**config.mk**
```make
export PLATFORM = sky130hd
export DESIGN_NAME = i2s_receiver
export DESIGN_NICKNAME = d
export VERILOG_FILES = /design/src/rtl/i2s_receiver.sv
export SDC_FILE = /design/constraint.sdc
export NUM_CORES = 1
export LEC_CHECK = 0
export ABC_CLOCK_PERIOD_IN_PS = 1450
export CAP_MARGIN = 5
export CORE_AREA = 10 10 84 101
export CTS_BUF_LIST = sky130_fd_sc_hd__clkbuf_4 sky130_fd_sc_hd__clkbuf_8 sky130_fd_sc_hd__clkbuf_16
export DETAILED_ROUTE_END_ITERATION = 7
export DIE_AREA = 0 0 94 111
export PLACE_DENSITY = 0.73
export SLEW_MARGIN = 20
export SYNTH_ARGS = -nofsm -noshare
export SYNTH_HDL_FRONTEND = slang
export SYNTH_SLANG_ARGS = --single-unit
```
**constraint.sdc**
```tcl
create_clock -name clk_in -period 1.45 [get_ports clk_in]
set_input_delay 0.29 -clock clk_in [delete_from_list [all_inputs] [get_ports clk_in]]
set_output_delay 0.29 -clock clk_in [all_outputs]
set_load 0.01 [all_outputs]
```
**src/rtl/i2s_receiver.sv**
```systemverilog
// I2S receiver: oversamples an asynchronous BCLK/WCLK/DATA stream in the
// clk_in domain and recovers left/right words with slot-length framing checks.
module i2s_receiver #(
    parameter int BITS     = 16,
    parameter bit INV_BCLK = 1'b0
) (
    input  logic            clk_in,
    input  logic            rst,
    input  logic            I2S_BCLK,
    input  logic            I2S_WCLK,
    input  logic            I2S_DATA,
    output logic [BITS-1:0] DAC_Left,
    output logic [BITS-1:0] DAC_Right,
    output logic            sample_pulse,
    output logic            locked,
    output logic            frame_err
);

    typedef enum logic [1:0] {
        SEARCH,
        ALIGN,
        LOCKED
    } state_t;

    localparam logic [5:0] BITS_C = 6'(BITS);

    state_t          state;
    logic [2:0]      bclk_sync;
    logic [1:0]      wclk_sync;
    logic [1:0]      data_sync;
    logic [5:0]      cnt;
    logic [BITS-1:0] shreg;
    logic [BITS-1:0] left_hold;
    logic            left_ok;
    logic            w_prev;
    logic            w;
    logic            d;
    logic            edge_hit;
    logic            change;
    logic            valid;

    // Index 1 is the second synchronizer stage, index 2 the BCLK history flop.
    assign w        = wclk_sync[1];
    assign d        = data_sync[1];
    assign edge_hit = INV_BCLK ? (~bclk_sync[1] & bclk_sync[2])
                               : (bclk_sync[1] & ~bclk_sync[2]);
    assign change   = (w != w_prev);
    assign valid    = (cnt == 6'd31);

    always_ff @(posedge clk_in) begin
        if (rst) begin
            bclk_sync    <= '0;
            wclk_sync    <= '0;
            data_sync    <= '0;
            state        <= SEARCH;
            locked       <= 1'b0;
            cnt          <= 6'd63;
            shreg        <= '0;
            left_hold    <= '0;
            left_ok      <= 1'b0;
            w_prev       <= 1'b0;
            DAC_Left     <= '0;
            DAC_Right    <= '0;
            sample_pulse <= 1'b0;
            frame_err    <= 1'b0;
        end else begin
            bclk_sync    <= {bclk_sync[1:0], I2S_BCLK};
            wclk_sync    <= {wclk_sync[0], I2S_WCLK};
            data_sync    <= {data_sync[0], I2S_DATA};
            sample_pulse <= 1'b0;
            frame_err    <= 1'b0;
            if (edge_hit) begin
                w_prev <= w;
                if (!change) begin
                    if (cnt < BITS_C) begin
                        shreg <= {shreg[BITS-2:0], d};
                    end
                    if (cnt != 6'd63) begin
                        cnt <= cnt + 6'd1;
                    end
                end else begin
                    // d here is the old slot's LSB and is dropped
                    cnt   <= '0;
                    shreg <= '0;
                    if (!w_prev) begin
                        left_hold <= shreg;
                        left_ok   <= valid;
                    end else if (valid && left_ok && locked) begin
                        DAC_Left     <= left_hold;
                        DAC_Right    <= shreg;
                        sample_pulse <= 1'b1;
                    end
                    unique case (state)
                        SEARCH: begin
                            state  <= ALIGN;
                            locked <= 1'b0;
                        end
                        ALIGN: begin
                            state  <= valid ? LOCKED : SEARCH;
                            locked <= valid;
                        end
                        LOCKED: begin
                            if (!valid) begin
                                state     <= SEARCH;
                                locked    <= 1'b0;
                                frame_err <= 1'b1;
                            end
                        end
                        default: begin
                            state  <= SEARCH;
                            locked <= 1'b0;
                        end
                    endcase
                end
            end
        end
    end

endmodule

```
# Word level (Yosys, flattened, before mapping)
# Cells that the tools add are included.
[totals] inputBits=5 word_cells=51 register_bits=84
[op_classes] n_lt_le_gt_ge=1 add_sub_neg=1 n_reduce_logical=12 n_bitwise=6 n_eq_ne=6 mux=11
[ops] op="2-to-1 mux 16 bit" n=2
[ops] op="2-to-1 mux 6 bit" n=2
[ops] op="OR reduction 4 bit" n=2
[ops] op="adder 6 x 1 -> 6 bit (second input constant)" n=1
[ops] op="equality test 6 x 5 -> 1 bit (second input constant)" n=1
[ops] op="< comparator 6 x 5 -> 1 bit (second input constant)" n=1
[ops] op="inequality test 6 bit (second input constant)" n=1
[ops] op="case mux 2 bit (3 select lines)" n=1
[ops] op="AND reduction 3 bit" n=2
[ops] op="NOT 1 bit" n=5
[ops] op="2-to-1 mux 2 bit" n=2
[ops] op="AND reduction 2 bit" n=2
[ops] op="AND reduction 4 bit" n=1
[ops] op="nonzero test 2 bit" n=2
[ops] op="2-to-1 mux 1 bit" n=3
[ops] op="equality test 2 x 1 -> 1 bit (second input constant)" n=1
[ops] op="equality test 2 bit (second input constant)" n=1
[ops] op="logical AND 1 bit" n=2
[ops] op="logical NOT 2 bit" n=1
[ops] op="inequality test 2 bit (second input constant)" n=1
[ops] op="case mux 1 bit (2 select lines)" n=1
[ops] op="AND 1 bit" n=1
[ops] op="inequality test 1 bit" n=1

# Depth between registers and ports, before layout
[depth] ltp_word=4 depth_mapped=8 mapped_depth_nobuf=5

# Worst setup path after synthesis
# OpenSTA, ideal clock, no wires.
[synth_timing] kind="flip-flop to flip-flop" from="register cnt[0]" to="register DAC_Right[0]" path_stages_with_launch=9 arrival_ns=1.434 required_time_ns=1.380 setup_slack_ns=-0.054 path_cell_list="dfxtp_1 > ha_1 > buf_2 > nor2b_1 > and4_1 > buf_4 > buf_6 > nand2_1 > a21oi_1"
[synth_between] elab_chain_len=4
[synth_lines] element="start, declared" line_no="31" text="logic [5:0] cnt;"
[synth_lines] element="start signal, assigned" line_no="79" text="cnt <= cnt + 6'd1;"
[synth_lines] element="equality test 6 x 5 -> 1 bit" line_no="48" text="assign valid = (cnt == 6'd31);"
[synth_lines] element="logical AND 1 bit (2 in series)" line_no="88" text="end else if (valid && left_ok && locked) begin"
[synth_lines] element="AND reduction 4 bit (no line)"
[synth_lines] element="end signal, assigned" line_no="90" text="DAC_Right <= shreg;"
[synth_lines] element="end, declared" line_no="13" text="output logic [BITS-1:0] DAC_Right,"
# No other way between the ends.
# A chain may end at the register's enable or synchronous reset.

# Worst setup path after layout
[layout_timing] from="register wclk_sync[1]" to="register DAC_Right[10]"
[layout_between] elab_chain_len=2
[layout_lines] element="start, declared" line_no="29" text="logic [1:0] wclk_sync;"
[layout_lines] element="start signal, assigned" line_no="68" text="wclk_sync <= {wclk_sync[0], I2S_WCLK};"
[layout_lines] element="inequality test 1 bit" line_no="47" text="assign change = (w != w_prev);"
[layout_lines] element="AND reduction 4 bit (no line)"
# No other way between the ends.

==> impl_metrics.py <==
metrics = {
    "floorplan": {
        "ioPinCount": 40,
        "floorplan.initialDensity": 0.471,
        "core_area_mm2": 0.00661,
        "design.die.area_mm2": 0.0104,
        "rows": 33,
        "dieWidth_um": 94,
        "dieHeight_um": 111,
    },
    "cells_and_area": {
        "nets": 410,
        "fill_cells": 622,
        "layout_commonest_cell": "nand2_1",
        "antenna_cells": 0,
        "finalNonFillerCells": 496,
        "multiInputGateArea_mm2": 0.00133,
        "seq_area_mm2": 0.00169,
        "areaGrowthSynthToFinish_pct": 26.5,
        "drive_gt1_frac": 0.149,
        "layout_common_cells": "nand2_1 (105), dfxtp_1 (78), a21oi_1 (48)",
    },
    "grt": {
        "grt_pass1_vias": 2413,
        "antenna_found_initial": 0,
        "overflow": 0,
        "grt_start_max_net_pins": 34,
        "grt_pass1_wl_mm": 11.2,
        "grt_usage": 0.130,
    },
    "cts": {
        "htree_levels": 3,
        "clk_latency_ps": 350,
        "clock-sinks": 84,
        "clk_path_buf_depth": 2,
        "cts_tree": "built",
        "cts_buffers": 9,
        "post_cts_buffers": 0,
        "path_clk_slew_ps": 80,
        "cts_root_buf": "clkbuf_8",
    },
    "power": {
        "leakagePower_nw": 1.54,
        "p_total_mw": 4.46,
        "power.density_mw_per_mm2": 1130,
        "peakVddDrop_uv": 625,
    },
    "placement": {
        "dpl.cell_count": 478,
        "place_congestion": 0.833,
        "dp_hpwl_mm": 4.44,
        "io_buffers": 39,
    },
    "setup_path": {
        "path_cells": "and4b_1, and4_4, clkbuf_16, nand2_1, a21oi_1",
        "crit_type": "register to register",
        "cp.arrival_ps": 1670,
        "critical_path.slowest_cell": "dfxtp_2",
        "r2r_slack_ps": 60,
        "required_ps": 1730,
        "slowest_delay_ps": 380,
        "cp-start-kind": "register",
        "cp-end-kind": "register",
        "worstPathMaxFanout": 16,
    },
    "timing": {
        "rsz0062_at_grt": "true",
        "slew_viol_final": 0,
        "min_period_ps": 1390,
        "timing.fmax_mhz": 721,
        "period_share": 0.956,
        "skew_ps": 5.50,
        "fin_hold_ws_ps": 312,
        "hold_viol": 0,
        "final.setup.tns_ps": 0,
        "slew_headroom": 0.760,
        "worstMarginPinSlew_ps": 358,
        "finalSetupViolations": 0,
    },
    "yosys": {
        "ys.flop_type": "dfxtp_1",
        "synth_fp_nets": 366,
        "syn_area_mm2": 0.00311,
        "syn_inst": 360,
        "ys_ff_latch": 84,
        "ys_types": 40,
        "synth_edf_count": 0,
        "yosysSeqAreaShare": 0.540,
        "async_flop_share": 0,
        "synth.avg_cell_area_um2": 8.65,
        "synth_warnings": 0,
    },
    "drt": {
        "postRouteAntennaNets": 0,
        "wl_per_cell_um": 13.4,
        "drcViolationCount": 0,
        "drtIter0Drc": 191,
        "viasPerCell": 5.19,
        "route.vias.total": 2573,
        "wl_mm": 6.67,
        "drt_first_pass_iters": 4,
    },
    "worst_hold_path": {
        "hp-class": "input port to register",
    },
    "run_status": {
        "status": "finished clean",
    },
    "run": {
        "cap_viol_max_count": 0,
    },
}
## kinds of logic (layout without fill, tap and decap cells)
logic type                 Yosys count  after routing  share of synthesized area
AOI/OAI and AO/OA                   82             82                      0.158
xor gates and xnor gates             2              2                     0.0105
adders and majority gates            1              1                    0.00402
buffers and inverters               28             77                     0.0514
DFF                                 84             84                      0.540
muxes                                3              3                    0.00965
and+or+nand+nor                    160            160                      0.227
## worst paths after layout
| path | start | endpoint | cells after the start |
|---|---|---|---|
| worst min-delay path | rst | bclk_sync[0]$_SDFF_PP0_ | 2 |
| worst max-delay path | wclk_sync[1]$_SDFF_PP0_ | DAC_Right[10]$_SDFFE_PP0P_ | 5 |
| worst max register to register | wclk_sync[1]$_SDFF_PP0_ | DAC_Right[10]$_SDFFE_PP0P_ | 5 |
| worst min register to register | bclk_sync[0]$_SDFF_PP0_ | bclk_sync[1]$_SDFF_PP0_ | 1 |
## layout make-up
cell class / instances / area share
clock buffer: 10 / 0.0334
clock inverter: 6 / 0.0283
inverter: 1 / 0.000953
multi-input combinational: 248 / 0.337
sequential: 84 / 0.430
tap: 87 / 0.0276
timing repair buffer: 60 / 0.143
## metrics by stage
step                      cell area, um^2  worst slack, ps   util
after floorplan                      3130             13.4      -
after global placement               3620             8.30  0.549
after detailed placement             3620            -40.6  0.549
after CTS                            3850             34.0  0.582
after global routing                 3940            -21.4  0.596
final                                3940             63.5  0.596
## power breakdown
part | switching (mW) | internal, mW
Clock | 0.814 | 1.17
Sequential | 0.0117 | 2.32
Combinational | 0.0862 | 0.0619
## synth_stat cells (2+ instances only)
master	count	area share
nand2_1	105	0.13
nand3_1	2	0.0032
mux2i_1	3	0.0096
a21oi_1	51	0.082
nand2b_1	5	0.010
a311oi_1	2	0.0056
nor3_1	6	0.0096
a22oi_1	14	0.034
buf_6	4	0.014
o21ai_0	3	0.0048
nor2_1	20	0.024
dfxtp_1	84	0.54
and3_1	2	0.0040
a31oi_1	2	0.0040
buf_2	11	0.018
clkbuf_1	9	0.011
buf_4	3	0.0072
nand4_1	3	0.0060
a41o_1	2	0.0064
nor2b_1	9	0.018
## repair_timing
action / in CTS / in global routing
pin swaps: 1 / 1
hold buffers: 0 / 0
cloned: 0 / 2
endpoints found under the hold margin: 0 / 0
resized for setup: 41 / 14
endpoints found under the setup margin: 56 / 36
## metal layers
metal,GRT usage,routed length [um],vias up,share of wire
met5,0,0,-,0
met4,0.0609,116,0,0.017
met3,0.0407,391,10,0.059
met2,0.211,3370,50,0.51
met1,0.149,2780,1216,0.42
li1,-,-,1297,-
## flip-flops by register name (all words and copies together) (netlist names)
name	cells
data_sync	2
DAC_Right	16
sample_pulse	1
state	2
shreg	16
wclk_sync	2
DAC_Left	16
frame_err	1
cnt	6
w_prev	1
left_hold	16
bclk_sync	3
left_ok	1
locked	1
## worst max-delay path, delay by kind of cell (launching register included)
kind | cells | cell delay [ps]
buf+inv | 1 | 180
compound gates | 1 | 120
simple gates | 3 | 640
flops | 1 | 380
Note: power is estimated with default switching activity, not from simulation.
